`src/rtl/seven_seg_pkg.sv`:
```
// Shared constants, state encoding and sizing helper for the seven-segment scan controller.
package seven_seg_pkg;

  localparam logic [6:0] SEG_BLANK = 7'h7F;
  localparam logic [6:0] SEG_0 = 7'b1000000;
  localparam logic [6:0] SEG_1 = 7'b1111001;
  localparam logic [6:0] SEG_2 = 7'b0100100;
  localparam logic [6:0] SEG_3 = 7'b0110000;
  localparam logic [6:0] SEG_4 = 7'b0011001;
  localparam logic [6:0] SEG_5 = 7'b0010010;
  localparam logic [6:0] SEG_6 = 7'b0000010;
  localparam logic [6:0] SEG_7 = 7'b1111000;
  localparam logic [6:0] SEG_8 = 7'b0000000;
  localparam logic [6:0] SEG_9 = 7'b0010000;

  typedef enum logic [1:0] {
    ST_IDLE  = 2'd0,
    ST_BLANK = 2'd1,
    ST_SHOW  = 2'd2
  } scan_state_t;

  function automatic int clog2(input int v);
    int r;
    r = 0;
    for (int i = 0; i < 31; i++) begin
      if ((1 << i) < v) r = i + 1;
    end
    return r;
  endfunction

endpackage

```
`src/rtl/bcd_to_7seg_dec.sv`:
```
// BCD to active-low {g..a} segment decoder; codes 10-15 show the "0" glyph.
// Latency: purely combinational.
// Backpressure: none.
module bcd_to_7seg_dec
  import seven_seg_pkg::*;
(
  input  logic [3:0] bcd,
  output logic [6:0] seg_n
);

  always_comb begin
    case (bcd)
      4'd0:    seg_n = SEG_0;
      4'd1:    seg_n = SEG_1;
      4'd2:    seg_n = SEG_2;
      4'd3:    seg_n = SEG_3;
      4'd4:    seg_n = SEG_4;
      4'd5:    seg_n = SEG_5;
      4'd6:    seg_n = SEG_6;
      4'd7:    seg_n = SEG_7;
      4'd8:    seg_n = SEG_8;
      4'd9:    seg_n = SEG_9;
      default: seg_n = SEG_0;
    endcase
  end

endmodule

```
`src/rtl/seven_seg_scan_ctrl.sv`:
```
// Multiplexed common-anode display scanner with double-buffered BCD input and leading-zero blanking.
// Latency: new data shows from digit 0 of the frame after the next frame boundary; pins are registered.
// Backpressure: none; load is always accepted and the latest load before a boundary wins.
module seven_seg_scan_ctrl
  import seven_seg_pkg::*;
#(
  parameter int N_DIGITS     = 4,
  parameter int SLOT_CYCLES  = 50000,
  parameter int BLANK_CYCLES = 500
) (
  input  logic                  clk,
  input  logic                  rst_n,
  input  logic [4*N_DIGITS-1:0] bcd_in,
  input  logic [N_DIGITS-1:0]   dp_in,
  input  logic                  load,
  input  logic                  lz_en,
  input  logic                  enable,
  output logic [6:0]            seg_n,
  output logic                  dp_n,
  output logic [N_DIGITS-1:0]   an_n,
  output logic                  frame_done
);

  localparam int CW = clog2(SLOT_CYCLES);
  localparam int IW = (clog2(N_DIGITS) < 1) ? 1 : clog2(N_DIGITS);

  scan_state_t state, state_nxt;
  logic [CW-1:0] cnt, cnt_nxt;
  logic [IW-1:0] idx, idx_nxt;

  logic [N_DIGITS-1:0][3:0] pend_bcd, act_bcd;
  logic [N_DIGITS-1:0]      pend_dp, act_dp;
  logic                     pend_vld;

  logic                frame_wrap;
  logic [N_DIGITS-1:0] supp;
  logic                zero_run;
  logic [6:0]          dec_seg;
  logic [6:0]          seg_d;
  logic                dp_d;
  logic [N_DIGITS-1:0] an_d;
  logic                fd_d;

  assign frame_wrap = enable && (state == ST_SHOW) &&
                      (cnt == CW'(SLOT_CYCLES - 1)) && (idx == IW'(N_DIGITS - 1));

  always_ff @(posedge clk or negedge rst_n) begin
    if (!rst_n) begin
      state      <= ST_IDLE;
      cnt        <= '0;
      idx        <= '0;
      seg_n      <= SEG_BLANK;
      dp_n       <= 1'b1;
      an_n       <= '1;
      frame_done <= 1'b0;
    end else begin
      state      <= state_nxt;
      cnt        <= cnt_nxt;
      idx        <= idx_nxt;
      seg_n      <= seg_d;
      dp_n       <= dp_d;
      an_n       <= an_d;
      frame_done <= fd_d;
    end
  end

  // The slot counter runs straight through BLANK into SHOW, so one slot is SLOT_CYCLES long.
  always_comb begin
    state_nxt = state;
    cnt_nxt   = cnt;
    idx_nxt   = idx;
    if (!enable) begin
      state_nxt = ST_IDLE;
      cnt_nxt   = '0;
      idx_nxt   = '0;
    end else begin
      case (state)
        ST_IDLE: begin
          state_nxt = ST_BLANK;
          cnt_nxt   = '0;
          idx_nxt   = '0;
        end
        ST_BLANK: begin
          cnt_nxt = cnt + 1'b1;
          if (cnt == CW'(BLANK_CYCLES - 1)) state_nxt = ST_SHOW;
        end
        ST_SHOW: begin
          if (cnt == CW'(SLOT_CYCLES - 1)) begin
            state_nxt = ST_BLANK;
            cnt_nxt   = '0;
            idx_nxt   = (idx == IW'(N_DIGITS - 1)) ? '0 : idx + 1'b1;
          end else begin
            cnt_nxt = cnt + 1'b1;
          end
        end
        default: begin
          state_nxt = ST_IDLE;
          cnt_nxt   = '0;
          idx_nxt   = '0;
        end
      endcase
    end
  end

  // Pin registers are loaded from the next state so the pins line up with the state they show.
  always_comb begin
    seg_d = SEG_BLANK;
    dp_d  = 1'b1;
    an_d  = '1;
    fd_d  = 1'b0;
    if (state_nxt == ST_SHOW) begin
      an_d  = ~(N_DIGITS'(1) << idx_nxt);
      seg_d = supp[idx_nxt] ? SEG_BLANK : dec_seg;
      dp_d  = ~act_dp[idx_nxt];
      fd_d  = (cnt_nxt == CW'(SLOT_CYCLES - 1)) && (idx_nxt == IW'(N_DIGITS - 1));
    end
  end

  // A digit is blanked while it and everything above it is zero; digit 0 always shows.
  always_comb begin
    zero_run = lz_en;
    supp     = '0;
    for (int k = N_DIGITS - 1; k >= 1; k--) begin
      zero_run = zero_run & (act_bcd[k] == 4'd0);
      supp[k]  = zero_run;
    end
  end

  bcd_to_7seg_dec u_dec (
    .bcd   (act_bcd[idx_nxt]),
    .seg_n (dec_seg)
  );

  always_ff @(posedge clk or negedge rst_n) begin
    if (!rst_n) begin
      pend_bcd <= '0;
      pend_dp  <= '0;
      act_bcd  <= '0;
      act_dp   <= '0;
      pend_vld <= 1'b0;
    end else begin
      if (frame_wrap && pend_vld) begin
        act_bcd <= pend_bcd;
        act_dp  <= pend_dp;
      end
      if (load) begin
        pend_bcd <= bcd_in;
        pend_dp  <= dp_in;
      end
      if (load) pend_vld <= 1'b1;
      else if (frame_wrap) pend_vld <= 1'b0;
    end
  end

endmodule
```
`config.mk`:
```
export PLATFORM = sky130hd
export DESIGN_NAME = seven_seg_scan_ctrl
export DESIGN_NICKNAME = d
export VERILOG_FILES = /design/src/rtl/seven_seg_pkg.sv /design/src/rtl/bcd_to_7seg_dec.sv /design/src/rtl/seven_seg_scan_ctrl.sv
export SDC_FILE = /design/constraint.sdc
export NUM_CORES = 1
export LEC_CHECK = 0
export BUFFER_PORTS_ARGS = -buffer_cell sky130_fd_sc_hd__clkbuf_2
export CORE_MARGIN = 5
export CORE_UTILIZATION = 25
export CTS_CLUSTER_DIAMETER = 30
export DETAILED_ROUTE_END_ITERATION = 6
export PLACE_DENSITY_LB_ADDON = 0.3
export SLEW_MARGIN = 30
export SYNTH_ARGS = -nofsm -noshare
export SYNTH_HDL_FRONTEND = slang
export SYNTH_SLANG_ARGS = --single-unit
```
`constraint.sdc`:
```
create_clock -name clk -period 3.6 [get_ports clk]
set_input_delay 0.18 -clock clk [delete_from_list [all_inputs] [get_ports clk]]
set_output_delay 0.18 -clock clk [all_outputs]
set_load 0.01 [all_outputs]
```
; Word-level counts from Yosys, hierarchy flattened
; Memories as Yosys holds them, arrays and structs flattened.
; Cells that the tools add are included.
[word_totals]
in_bits = 25
word_cells = 70
memories = 1
register_bits = 74
romBits = 112
[classes]
bitwise = 5
order_cmp = 1
n_reduce_logical = 10
add_sub_neg = 2
mux = 24
eq_ne = 8
shifts = 1
[mem_list]
columns = memory, depth, word_bits, rd, rd_clocked_by_memory_dff, write_ports, line
row1 = (no name shown), 16, 7, 1, 0, 0, bcd_to_7seg_dec.sv:12  ; case (bcd)
[ops]
columns = op, count
row1 = equality test 16 bit (second input constant), 2
row2 = two-way mux 16 bit, 2
row3 = case mux 16 bit (2 select lines), 1
row4 = adder 16 x 1 -> 16 bit (second input constant), 1
row5 = equality test 16 x 9 -> 1 bit (second input constant), 1
row6 = two-way mux 7 bit, 2
row7 = logical NOT 4 bit, 3
row8 = two-way mux 2 bit, 6
row9 = binary-select mux 4 bit (select 2 bit), 1
row10 = equality test 2 bit (second input constant), 4
row11 = two-way mux 4 bit, 2
row12 = two-way mux 1 bit, 6
row13 = case mux 2 bit (3 select lines), 1
row14 = logical AND 1 bit, 5
row15 = binary-select mux 1 bit (select 2 bit), 2
row16 = inverter 4 bit, 1
row17 = case mux 2 bit (2 select lines), 1
row18 = << shifter 1 x 2 -> 4 bit (first input constant), 1
row19 = AND 1 bit, 3
row20 = less-than comparator 2 x 3 -> 1 bit (second input constant), 1
row21 = adder 2 x 1 -> 2 bit (second input constant), 1
row22 = equality test 2 x 1 -> 1 bit (second input constant), 1
row23 = logical NOT 2 bit, 1
row24 = nonzero test 2 bit, 1
row25 = inverter 1 bit, 1

; Logic depth before layout (Yosys ltp)
; Gate-level depths: netlist of run 1.
; An unclocked memory read counts as a cell.
[depth]
ltp_word = 10
mapped_depth = 14
mapped_depth_nobuf = 13

; Cells and area by module
; From an unflattened synthesis of run 1, not the netlist that was laid out.
[unflattened]
cells_unflattened = 320
hier_area_um2 = 3787.4
[modules_own_cells]
columns = module, seq_area_each_um2, instances, area_per_inst_um2, cells_per_inst
row1 = seven_seg_scan_ctrl, 1866.8, 1, 3603.5, 296
row2 = bcd_to_7seg_dec, 0.0, 1, 183.9, 24

; Least setup slack after synthesis of run 1
; Ideal clock, no wire load.
[synth_path]
kind = reg2reg
from = reg cnt[11]
to = reg seg_n[3]
path_buffers = 1
synth_period_minus_slack_ns = 2.929
required_time_ns = 3.528
path_stages_with_launch = 12
setup_slack_ns = 0.671
t_arrival_ns = 2.858
path_cell_list = dfrtp_1 > or4_4 > or4_4 > o211a_1 > buf_6 > mux2i_1 > mux2i_2 > inv_1 > ha_1 > nor2_1 > a21oi_1 > o21ai_1
[synth_via]
elab_chain_cells = 9
elab_cells_between_ends = 17
[synth_rtl]
columns = item, line
row1 = "start, declared", seven_seg_scan_ctrl.sv:28  ; logic [CW-1:0] cnt, cnt_nxt;
row2 = "start signal, assigned", seven_seg_scan_ctrl.sv:58  ; cnt <= cnt_nxt;
row3 = equality test 16 bit, seven_seg_scan_ctrl.sv:88  ; if (cnt == CW'(SLOT_CYCLES - 1)) begin
row4 = two-way mux 2 bit, seven_seg_scan_ctrl.sv:88
row5 = case mux 2 bit (2 select lines), seven_seg_scan_ctrl.sv:77  ; case (state)
row6 = two-way mux 2 bit, seven_seg_scan_ctrl.sv:72  ; if (!enable) begin
row7 = binary-select mux 4 bit (select 2 bit), seven_seg_scan_ctrl.sv:130  ; .bcd (act_bcd[idx_nxt]),
row8 = two-way mux 4 bit (not written as such), seven_seg_scan_ctrl.sv:130
row9 = memory (16 x 7 bit), --
row10 = two-way mux 7 bit, seven_seg_scan_ctrl.sv:113  ; seg_d = supp[idx_nxt] ? SEG_BLANK : dec_seg;
row11 = two-way mux 7 bit (*), seven_seg_scan_ctrl.sv:111  ; if (state_nxt == ST_SHOW) begin
row12 = named net seg_d[3], seven_seg_scan_ctrl.sv:39  ; logic [6:0] seg_d;
row13 = "end signal, assigned", seven_seg_scan_ctrl.sv:60  ; seg_n <= seg_d;
row14 = "end, declared", seven_seg_scan_ctrl.sv:18  ; output logic [6:0] seg_n,
; Mark *: on every way through the listed nets, which the timed path passes. The rest lies on a longest branch. The select of a mux whose other input is x is not followed.
; A chain may end at the register's enable or synchronous reset.

; Final worst setup path of run 1
[layout_path]
from = reg cnt[4]
to = reg seg_n[3]
; Same word-level chain as after synthesis.

==> flow_metrics.env, run 1 <==
export IMPL_cap_viol_max_count=0
export IMPL_clock_sinks=74
export IMPL_pre_cts_slack_ns=0.416
export IMPL_fp_dieW_microns=130
export IMPL_rsz0062_at_grt="false"
export IMPL_drtIter0Drc=125
export IMPL_slowest_delay_ns=0.58
export IMPL_syn2layout_area_growth_pct=19.6
export IMPL_syn_inst=302
export IMPL_synth_edff_count=0
export IMPL_place_gp_congestion=0.832
export IMPL_ys_ff_latch=74
export IMPL_p_per_area_nw_per_um2=434
export IMPL_io_pins=38
export IMPL_antenna_found_initial=0
export IMPL_cp_required_ns=3.87
export IMPL_setup_slack_ns=0.390
export IMPL_status="completed"
export IMPL_wire_per_inst_microns=14.1
export IMPL_grt_pass1_vias=2468
export IMPL_fmax_mhz=312
export IMPL_worst_path_buf_inv=1
export IMPL_vias_per_cell=4.62
export IMPL_final_cell_mix="dfrtp_1, clkbuf_2, mux2_2"
export IMPL_htree_num_levels=3
export IMPL_cp_max_fo=7
export IMPL_ys_warn_count=0
export IMPL_grt_ovfl_total=0
export IMPL_clk_pin_slew_ns=0.06
export IMPL_dp_hpwl_microns=5500
export IMPL_slew_viol_final=0
export IMPL_skew_ns=0.00766
export IMPL_cts_root_buf="clkbuf_16"
export IMPL_cpLargestDelayFamily="simple AND/OR/NAND/NOR gates"
export IMPL_die_h_microns=130
export IMPL_grt_max_degree=75
export IMPL_fin_crit_sh_pct=89.2
export IMPL_cts_repair_resized=0
export IMPL_final_common_cell="dfrtp_1"
export IMPL_ys_seq_area_share_pct=51.8
export IMPL_async_reset_ff_share_pct=100
export IMPL_tns_ns=0
export IMPL_setup_viol=0
export IMPL_ant_nets=0
export IMPL_core_area_sq_um=14000
export IMPL_yosysUniqueCellTypes=53
export IMPL_fin_nets=378
export IMPL_track_usage_pct=9.68
export IMPL_p_leak_nw=1.87
export IMPL_grt_pass1_wl_microns=12700
export IMPL_start_kind="register"
export IMPL_drive_gt1_share_pct=32.8
export IMPL_mappedNetlistArea_sq_um=3600
export IMPL_period_minus_slack_ns=3.21
export IMPL_cp_end_kind="register"
export IMPL_worstPathArrival_ns=3.48
export IMPL_cts_buffer_depth=2
export IMPL_routed_wl_microns=7460
export IMPL_crit_slowest_cell="or4b_4"
export IMPL_io_buffers=37
export IMPL_drcViolationCount=0
export IMPL_path_cells="or4b_4, or4_4, o211a_1, mux2i_1, a21oi_1, inv_1, ha_1, nor2_1, a21oi_1, o21ai_1"
export IMPL_post_synth_cell_area_avg_sq_um=11.9
export IMPL_antenna_cells=0
export IMPL_vdd_drop_max_mv=0.195
export IMPL_dr_pass1_iters=4
export IMPL_cts_buffers=9
export IMPL_dr_total_vias=2438
export IMPL_die_area_sq_um=16900
export IMPL_std_cell_rows=43
export IMPL_crit_type="reg -> reg"
export IMPL_hold_viol_final=0
export IMPL_clk_latency_ns=0.34
export IMPL_crit_top_cell="a21oi_1"
export IMPL_cts_tree="done"
export IMPL_relSlewSlack_pct=55.4
export IMPL_yosys_most_used_dff="dfrtp_1"
export IMPL_synth_nets=337
export IMPL_start_util_pct=25.8
export IMPL_fill_cells=1445
export IMPL_worst_pin_slew_ns=0.669
export IMPL_hold_path_class="in -> reg"
-- layer usage --
| metal | share of wire (%) | up-vias | routed length (microns) | global-route usage, % |
|---|---|---|---|---|
| li1 | - | 1174 | - | - |
| met1 | 49 | 1198 | 3640 | 13.4 |
| met2 | 45 | 59 | 3320 | 14.2 |
| met3 | 5.2 | 7 | 391 | 3.11 |
| met4 | 1.4 | 0 | 108 | 3.48 |
| met5 | 0 | - | 0 | 0 |
-- Yosys cell counts (all sizes together), types with 2 or more instances --
library cell | n | area, sq um
buf | 2 | 16.3
and3 | 7 | 43.8
a22oi | 2 | 15.0
dfrtp | 62 | 1550
nand2b | 2 | 20.0
nand2 | 24 | 95.1
a32oi | 4 | 42.6
clkbuf | 8 | 30.0
a21oi | 5 | 25.0
o21ai | 9 | 48.8
nor2 | 25 | 93.8
and2 | 3 | 18.8
or4 | 3 | 30.0
ha | 10 | 125
a31oi | 2 | 18.8
nor4 | 8 | 56.3
o211ai | 2 | 28.8
mux2i | 11 | 143
inv | 12 | 45.0
and4 | 2 | 17.5
mux2 | 41 | 465
xor2 | 10 | 87.6
xnor2 | 6 | 52.6
nand4 | 6 | 37.5
nand3 | 10 | 50.1
dfstp | 12 | 315
o22ai | 2 | 12.5
nor3 | 2 | 10.0
-- worst register-to-register path: stages (launching register included) --
cell and delay [ns]:
dfrtp_1 0.44, or4b_4 0.58, or4_4 0.57, o211a_1 0.36
mux2i_1 0.17, a21oi_1 0.39, inv_1 0.09, ha_1 0.28
nor2_1 0.10, a21oi_1 0.05, o21ai_1 0.12
-- final timing paths --
| kind | slack, ns | endpoint | from | cells past startpoint |
|---|---|---|---|---|
| worst min-delay path | 0.07 | pend_bcd[14]$_DFFE_PN0P_ | bcd_in[14] | 2 |
| worst max register to register | 0.39 | seg_n[3]$_DFF_PN1_ | cnt[4]$_DFF_PN0_ | 10 |
| worst max-delay path | 0.39 | seg_n[3]$_DFF_PN1_ | cnt[4]$_DFF_PN0_ | 10 |
| max in group asynchronous | 2.71 | frame_done$_DFF_PN0_ | rst_n | 2 |
| min in group asynchronous | 0.43 | act_bcd[9]$_DFFE_PN0P_ | rst_n | 2 |
| worst min register to register | 0.48 | pend_vld$_DFFE_PN0P_ | pend_vld$_DFFE_PN0P_ | 1 |
-- sequential cells by signal, indices dropped and copies added (netlist names) --
signal / flops
idx: 2
dp_n: 1
state: 2
pend_vld: 1
cnt: 16
frame_done: 1
an_n: 4
seg_n: 7
act_dp: 4
pend_dp: 4
pend_bcd: 16
act_bcd: 16
-- area by class of cell --
type	instances	area (sq um)	area share, %
Inverter	12	45.0	1.05
Sequential cell	74	1870	43.3
Multi-Input combinational cell	206	1640	38.2
Clock buffer	10	239	5.55
Clock inverter	6	72.6	1.68
Timing Repair Buffer	40	216	5.02
Tap cell	180	225	5.23
-- logic make-up after synthesis --
family,Yosys count,synth area share (%)
AO/OA/AOI/OAI,32,7.05
XOR/XNOR,16,3.89
multiplexers,52,16.9
flip-flops,74,51.8
buffers and inverters,22,2.54
adder cells (fa/ha/maj),10,3.47
AND/OR/NAND/NOR,96,14.3
-- where the power goes --
group	internal [mW]	total (mW)	switching [mW]
Combinational	0.0353	0.0755	0.0402
Sequential	0.856	0.869	0.0130
Clock	0.562	0.924	0.361
-- metrics by stage --
stage | power (mW) | hold WS, ns | instances | utilization [%] | cell area, sq um
2_1_floorplan | 0.917 | -0.116 | 302 | - | 3600
3_3_place_gp | 0.958 | 0.386 | 511 | 28.5 | 3980
3_5_place_dp | 0.962 | 0.396 | 511 | 28.5 | 3980
4_1_cts | 1.90 | 0.0284 | 527 | 30.7 | 4300
5_1_grt | 1.96 | 0.0617 | 528 | 30.8 | 4310
6_report | 1.87 | 0.0697 | 528 | 30.8 | 4310
-- timing repair --
action | in CTS | in global routing
hold endpoints to repair | 0 | 62
setup endpoints to repair | 0 | 0
hold buffers | 0 | 1
buffers inserted | 0 | 0
No activity file was read; power rests on OpenSTA's default activity.
==> inputs of run 2 (changes only) <==
==> constraint.sdc (replaced) <==
create_clock -name clk -period 3.6 [get_ports clk]
set_input_delay 0.72 -clock clk [delete_from_list [all_inputs] [get_ports clk]]
set_output_delay 0.72 -clock clk [all_outputs]
set_load 0.01 [all_outputs]
==> run 2 against run 1 <==
Sequential power about the same; largest cell class unchanged; total power about the same; global-route usage unchanged; highest routed layer unchanged; first-iteration DRC count down 0.80%; critical path depth unchanged; non-clock buffer count down 1; die area unchanged; worst setup slack better by 0.0025 ns; clock skew about the same; critical endpoint unchanged.
==> flow_metrics.env, run 2 (synthesized netlist as in run 1, its figures left out) <==
export IMPL_std_cell_rows=43
export IMPL_power_switching_mw=0.416
export IMPL_grt_ovfl_total=0
export IMPL_die_area_sq_um=16900
export IMPL_place_gp_congestion=0.832
export IMPL_relSlewSlack_pct=55.3
export IMPL_syn2layout_area_growth_pct=19.3
export IMPL_grt_pass1_vias=2468
export IMPL_vdd_drop_max_mv=0.195
export IMPL_io_pins=38
export IMPL_power_mw=1.87
export IMPL_antenna_cells=0
export IMPL_dp_cells=511
export IMPL_start_kind="register"
export IMPL_fin_crit_sh_pct=89.1
export IMPL_p_per_area_nw_per_um2=435
export IMPL_crit_type="reg -> reg"
export IMPL_dp_hpwl_microns=5500
export IMPL_grt_max_degree=75
export IMPL_setup_slack_ns=0.392
export IMPL_cts_repair_resized=0
export IMPL_fin_nets=377
export IMPL_worst_pin_slew_ns=0.670
export IMPL_combPwrFrac_pct=4.0
export IMPL_pre_cts_slack_ns=0.416
export IMPL_clk_pin_slew_ns=0.06
export IMPL_skew_ns=0.00733
export IMPL_fin_cells=527
export IMPL_clock_sinks=74
export IMPL_period_minus_slack_ns=3.21
export IMPL_cp_required_ns=3.87
export IMPL_wire_per_inst_microns=14.2
export IMPL_routed_wl_microns=7470
export IMPL_ant_nets=0
export IMPL_r2r_cells=10
export IMPL_final_common_cell="dfrtp_1"
export IMPL_status="completed"
export IMPL_tns_ns=0
export IMPL_fp_dieW_microns=130
export IMPL_p_leak_nw=1.87
export IMPL_cts_root_buf="clkbuf_16"
export IMPL_hold_buffers=0
export IMPL_placed_area_sq_um=3980
export IMPL_dr_pass1_iters=4
export IMPL_die_h_microns=130
export IMPL_setup_viol=0
export IMPL_final_util_pct=30.7
export IMPL_vias_per_cell=4.59
export IMPL_drtIter0Drc=124
export IMPL_start_util_pct=25.8
export IMPL_antenna_found_initial=0
export IMPL_final_cell_area_sq_um=4300
export IMPL_whs_ns=0.396
export IMPL_track_usage_pct=9.68
export IMPL_worstPathArrival_ns=3.48
export IMPL_hold_viol_final=0
export IMPL_io_buffers=37
export IMPL_drive_gt1_share_pct=32.9
export IMPL_cts_buffers=9
export IMPL_hold_path_class="in -> async"
export IMPL_dr_total_vias=2421
export IMPL_top_regs="act_bcd (16), cnt (16), pend_bcd (16)"
export IMPL_cap_viol_max_count=0
export IMPL_clk_latency_ns=0.34
export IMPL_swShare_pct=22.3
export IMPL_rsz0062_at_grt="false"
export IMPL_htree_num_levels=3
export IMPL_p_clk_share_pct=49.5
export IMPL_cts_tree="done"
export IMPL_grt_pass1_wl_microns=12700
export IMPL_drcViolationCount=0
export IMPL_fmax_mhz=312
export IMPL_post_cts_buffers=0
export IMPL_core_area_sq_um=14000
export IMPL_cp_end_kind="register"
export IMPL_final_cell_mix="dfrtp_1, clkbuf_2, mux2_2"
export IMPL_internal_power_mw=1.45
export IMPL_cp_max_fo=7
export IMPL_p_seq_share_pct=46.5
export IMPL_slew_viol_final=0
export IMPL_cts_buffer_depth=2
-- run 2: cell types whose count changed in the layout (fill, tap and decap cells not counted), sizes merged --
| cell | change |
|---|---|
| dlygate4sd3 | -1 |
-- run 2: power groups by stage --
| stage | Combinational (mW) | Clock [mW] | Sequential, mW |
|---|---|---|---|
| after floorplan | 0.0384 | 0 | 0.879 |
| after global placement | 0.0744 | 0 | 0.884 |
| after detailed placement | 0.0767 | 0 | 0.885 |
| after CTS | 0.0772 | 0.954 | 0.870 |
| after global routing | 0.0860 | 0.998 | 0.873 |
| final | 0.0745 | 0.926 | 0.870 |
-- run 2: path summary, 6_finish.rpt --
kind	slack, ns	from	to
setup / recovery	0.39	cnt[4]$_DFF_PN0_	seg_n[3]$_DFF_PN1_
hold / removal	0.40	rst_n	act_bcd[9]$_DFFE_PN0P_
setup reg to reg	0.39	cnt[4]$_DFF_PN0_	seg_n[3]$_DFF_PN1_
hold reg to reg	0.48	pend_vld$_DFFE_PN0P_	pend_vld$_DFFE_PN0P_
max in group asynchronous	2.74	rst_n	frame_done$_DFF_PN0_
min in group clk	0.48	pend_vld$_DFFE_PN0P_	pend_vld$_DFFE_PN0P_
-- run 2: layout make-up --
type / instances / area (sq um)
fill: 1445 / 9690
clock buffer: 10 / 239
multi-input combinational: 206 / 1640
timing repair buffer: 39 / 206
tap: 180 / 225
clock inverter: 6 / 72.6
sequential: 74 / 1870
inverter: 12 / 45.0
-- run 2: worst max-delay path, stage by stage, from the launching register on --
cell     delay [ns]
dfrtp_1        0.44
or4b_4         0.58
or4_4          0.57
o211a_1        0.36
mux2i_1        0.16
a21oi_1        0.39
inv_1          0.09
ha_1           0.28
nor2_1         0.10
a21oi_1        0.05
o21ai_1        0.12
-- run 2: per-layer routing --
metal / part of all wire [%] / wire length [microns] / global-route usage [%] / vias up
met1: 49 / 3650 / 13.4 / 1189
met4: 1.4 / 106 / 3.48 / 0
met3: 5.0 / 374 / 3.11 / 7
met2: 45 / 3340 / 14.2 / 56
met5: 0 / 0 / 0 / -
li1: - / - / - / 1169
==> inputs of run 3 (changes only) <==
--- a/config.mk
+++ b/config.mk
@@ -6,11 +6,11 @@
 export NUM_CORES = 1
 export LEC_CHECK = 0
 export BUFFER_PORTS_ARGS = -buffer_cell sky130_fd_sc_hd__clkbuf_2
-export CORE_MARGIN = 5
 export CORE_UTILIZATION = 25
 export CTS_CLUSTER_DIAMETER = 30
 export DETAILED_ROUTE_END_ITERATION = 6
 export PLACE_DENSITY_LB_ADDON = 0.3
+export REMOVE_ABC_BUFFERS = 1
 export SLEW_MARGIN = 30
 export SYNTH_ARGS = -nofsm -noshare
 export SYNTH_HDL_FRONTEND = slang
==> run 3 against run 2 <==
Maximum frequency is 0.55% lower; count of clock-buffer cells in the layout up 1; wire length shrank 1.6%; sequential power barely moved; die area is 12% lower; core utilization is 0.21 points lower; non-clock buffer count did not move; first-iteration DRC count down 42%; final cell count unchanged.
==> flow_metrics.env, run 3 (synthesized netlist as in run 1, its figures left out) <==
export IMPL_grt_pass1_vias=2420
export IMPL_fmax_mhz=310
export IMPL_drtIter0Drc=72
export IMPL_track_usage_pct=11.1
export IMPL_final_common_cell="dfrtp_1"
export IMPL_syn2layout_area_growth_pct=18.5
export IMPL_vdd_drop_max_mv=0.268
export IMPL_dp_hpwl_microns=5370
export IMPL_dr_pass1_iters=4
export IMPL_die_area_sq_um=14900
export IMPL_grt_pass1_wl_microns=12400
export IMPL_setup_slack_ns=0.375
export IMPL_dr_total_vias=2387
export IMPL_fin_nets=377
export IMPL_cts_buffer_depth=2
export IMPL_vias_per_cell=4.53
export IMPL_p_leak_nw=1.85
export IMPL_final_util_pct=30.5
export IMPL_tns_ns=0
export IMPL_grt_max_degree=75
export IMPL_start_kind="register"
export IMPL_wire_per_inst_microns=13.9
export IMPL_p_per_area_nw_per_um2=417
export IMPL_hold_buffers=0
export IMPL_rsz0062_at_grt="false"
export IMPL_htree_num_levels=3
export IMPL_rrSetupSlack_ns=0.37
export IMPL_hold_path_class="in -> async"
export IMPL_clk_latency_ns=0.34
export IMPL_status="completed"
export IMPL_setup_viol=0
export IMPL_drcViolationCount=0
export IMPL_io_pins=38
export IMPL_routed_wl_microns=7350
export IMPL_cp_max_fo=7
export IMPL_final_cell_area_sq_um=4270
export IMPL_antenna_found_initial=0
export IMPL_worstPathArrival_ns=3.50
export IMPL_antenna_cells=0
export IMPL_skew_ns=0.00553
export IMPL_crit_slowest_cell="or4b_4"
export IMPL_hold_viol_final=0
export IMPL_slew_viol_final=0
export IMPL_cts_buffers=9
export IMPL_cp_required_ns=3.87
export IMPL_placed_area_sq_um=3980
export IMPL_slowest_delay_ns=0.58
export IMPL_top_regs="act_bcd (16), cnt (16), pend_bcd (16)"
export IMPL_path_cells="or4b_4, or4_4, o211a_1, mux2i_1, a21oi_1, inv_1, ha_1, nor2_1, a21oi_1, o21ai_1"
export IMPL_std_cell_rows=43
export IMPL_post_cts_buffers=0
export IMPL_core_area_sq_um=14000
export IMPL_final_cell_mix="dfrtp_1, clkbuf_2, mux2_2"
export IMPL_cts_tree="done"
export IMPL_cap_viol_max_count=0
export IMPL_grt_ovfl_total=0
export IMPL_relSlewSlack_pct=53.6
export IMPL_cts_repair_resized=0
export IMPL_clock_sinks=74
export IMPL_drive_gt1_share_pct=32.6
export IMPL_worst_pin_slew_ns=0.697
export IMPL_place_gp_congestion=0.847
export IMPL_ant_nets=0
export IMPL_io_buffers=37
export IMPL_pre_cts_slack_ns=0.409
export IMPL_crit_top_cell="a21oi_1"
export IMPL_fin_crit_sh_pct=89.6
export IMPL_crit_type="reg -> reg"
export IMPL_fp_dieW_microns=122
export IMPL_whs_ns=0.389
export IMPL_cp_end_kind="register"
export IMPL_cpLargestDelayFamily="simple AND/OR/NAND/NOR gates"
export IMPL_worst_path_buf_inv=1
export IMPL_die_h_microns=122
export IMPL_period_minus_slack_ns=3.23
export IMPL_clk_pin_slew_ns=0.06
export IMPL_cts_root_buf="clkbuf_16"
export IMPL_start_util_pct=25.8
## run 3: changes by cell type in the layout (fill, tap and decap cells not counted), sizes merged
cell,before,now
bufinv,1,0
clkbuf,46,47
clkinvlp,1,3
inv,14,12
## run 3: worst paths after layout
| path | startpoint | end | cells after the start |
|---|---|---|---|
| setup / recovery | cnt[4]$_DFF_PN0_ | seg_n[3]$_DFF_PN1_ | 10 |
| hold / removal | rst_n | cnt[3]$_DFF_PN0_ | 1 |
| setup reg to reg | cnt[4]$_DFF_PN0_ | seg_n[3]$_DFF_PN1_ | 10 |
| hold reg to reg | pend_vld$_DFFE_PN0P_ | pend_vld$_DFFE_PN0P_ | 1 |
| max in group asynchronous | rst_n | frame_done$_DFF_PN0_ | 1 |
| min in group clk | pend_vld$_DFFE_PN0P_ | pend_vld$_DFFE_PN0P_ | 1 |
## run 3: worst register-to-register path: stages (launching register included)
cell     delay [ns]
dfrtp_1        0.45
or4b_4         0.58
or4_4          0.57
o211a_1        0.36
mux2i_1        0.17
a21oi_1        0.40
inv_1          0.09
ha_1           0.28
nor2_1         0.10
a21oi_1        0.05
o21ai_1        0.12
## run 3: area by class of cell
| class | count | area, sq um |
|---|---|---|
| clock buffer | 11 | 243 |
| fill | 1471 | 9720 |
| sequential | 74 | 1870 |
| tap | 180 | 225 |
| multi-input combinational | 206 | 1640 |
| clock inverter | 5 | 40.0 |
| timing repair buffer | 39 | 206 |
| inverter | 12 | 45.0 |
## run 3: per-layer routing
layer	track usage, %	up-vias	part of all wire (%)
met2	16.7	47	47
met4	4.40	0	1.7
met3	3.93	10	4.6
li1	-	1166	-
met5	0	-	0
met1	14.5	1164	47
## run 3: metrics by stage
stage,std cells,total power [mW]
finish,527,1.78
global placement,511,0.957
global route,527,1.86
CTS,527,1.82
detailed placement,511,0.960
floorplan,292,0.913
## run 3: power breakdown
part | total [mW] | switching [mW] | internal, mW
Sequential | 0.869 | 0.0125 | 0.857
Combinational | 0.0732 | 0.0388 | 0.0345
Clock | 0.837 | 0.350 | 0.487
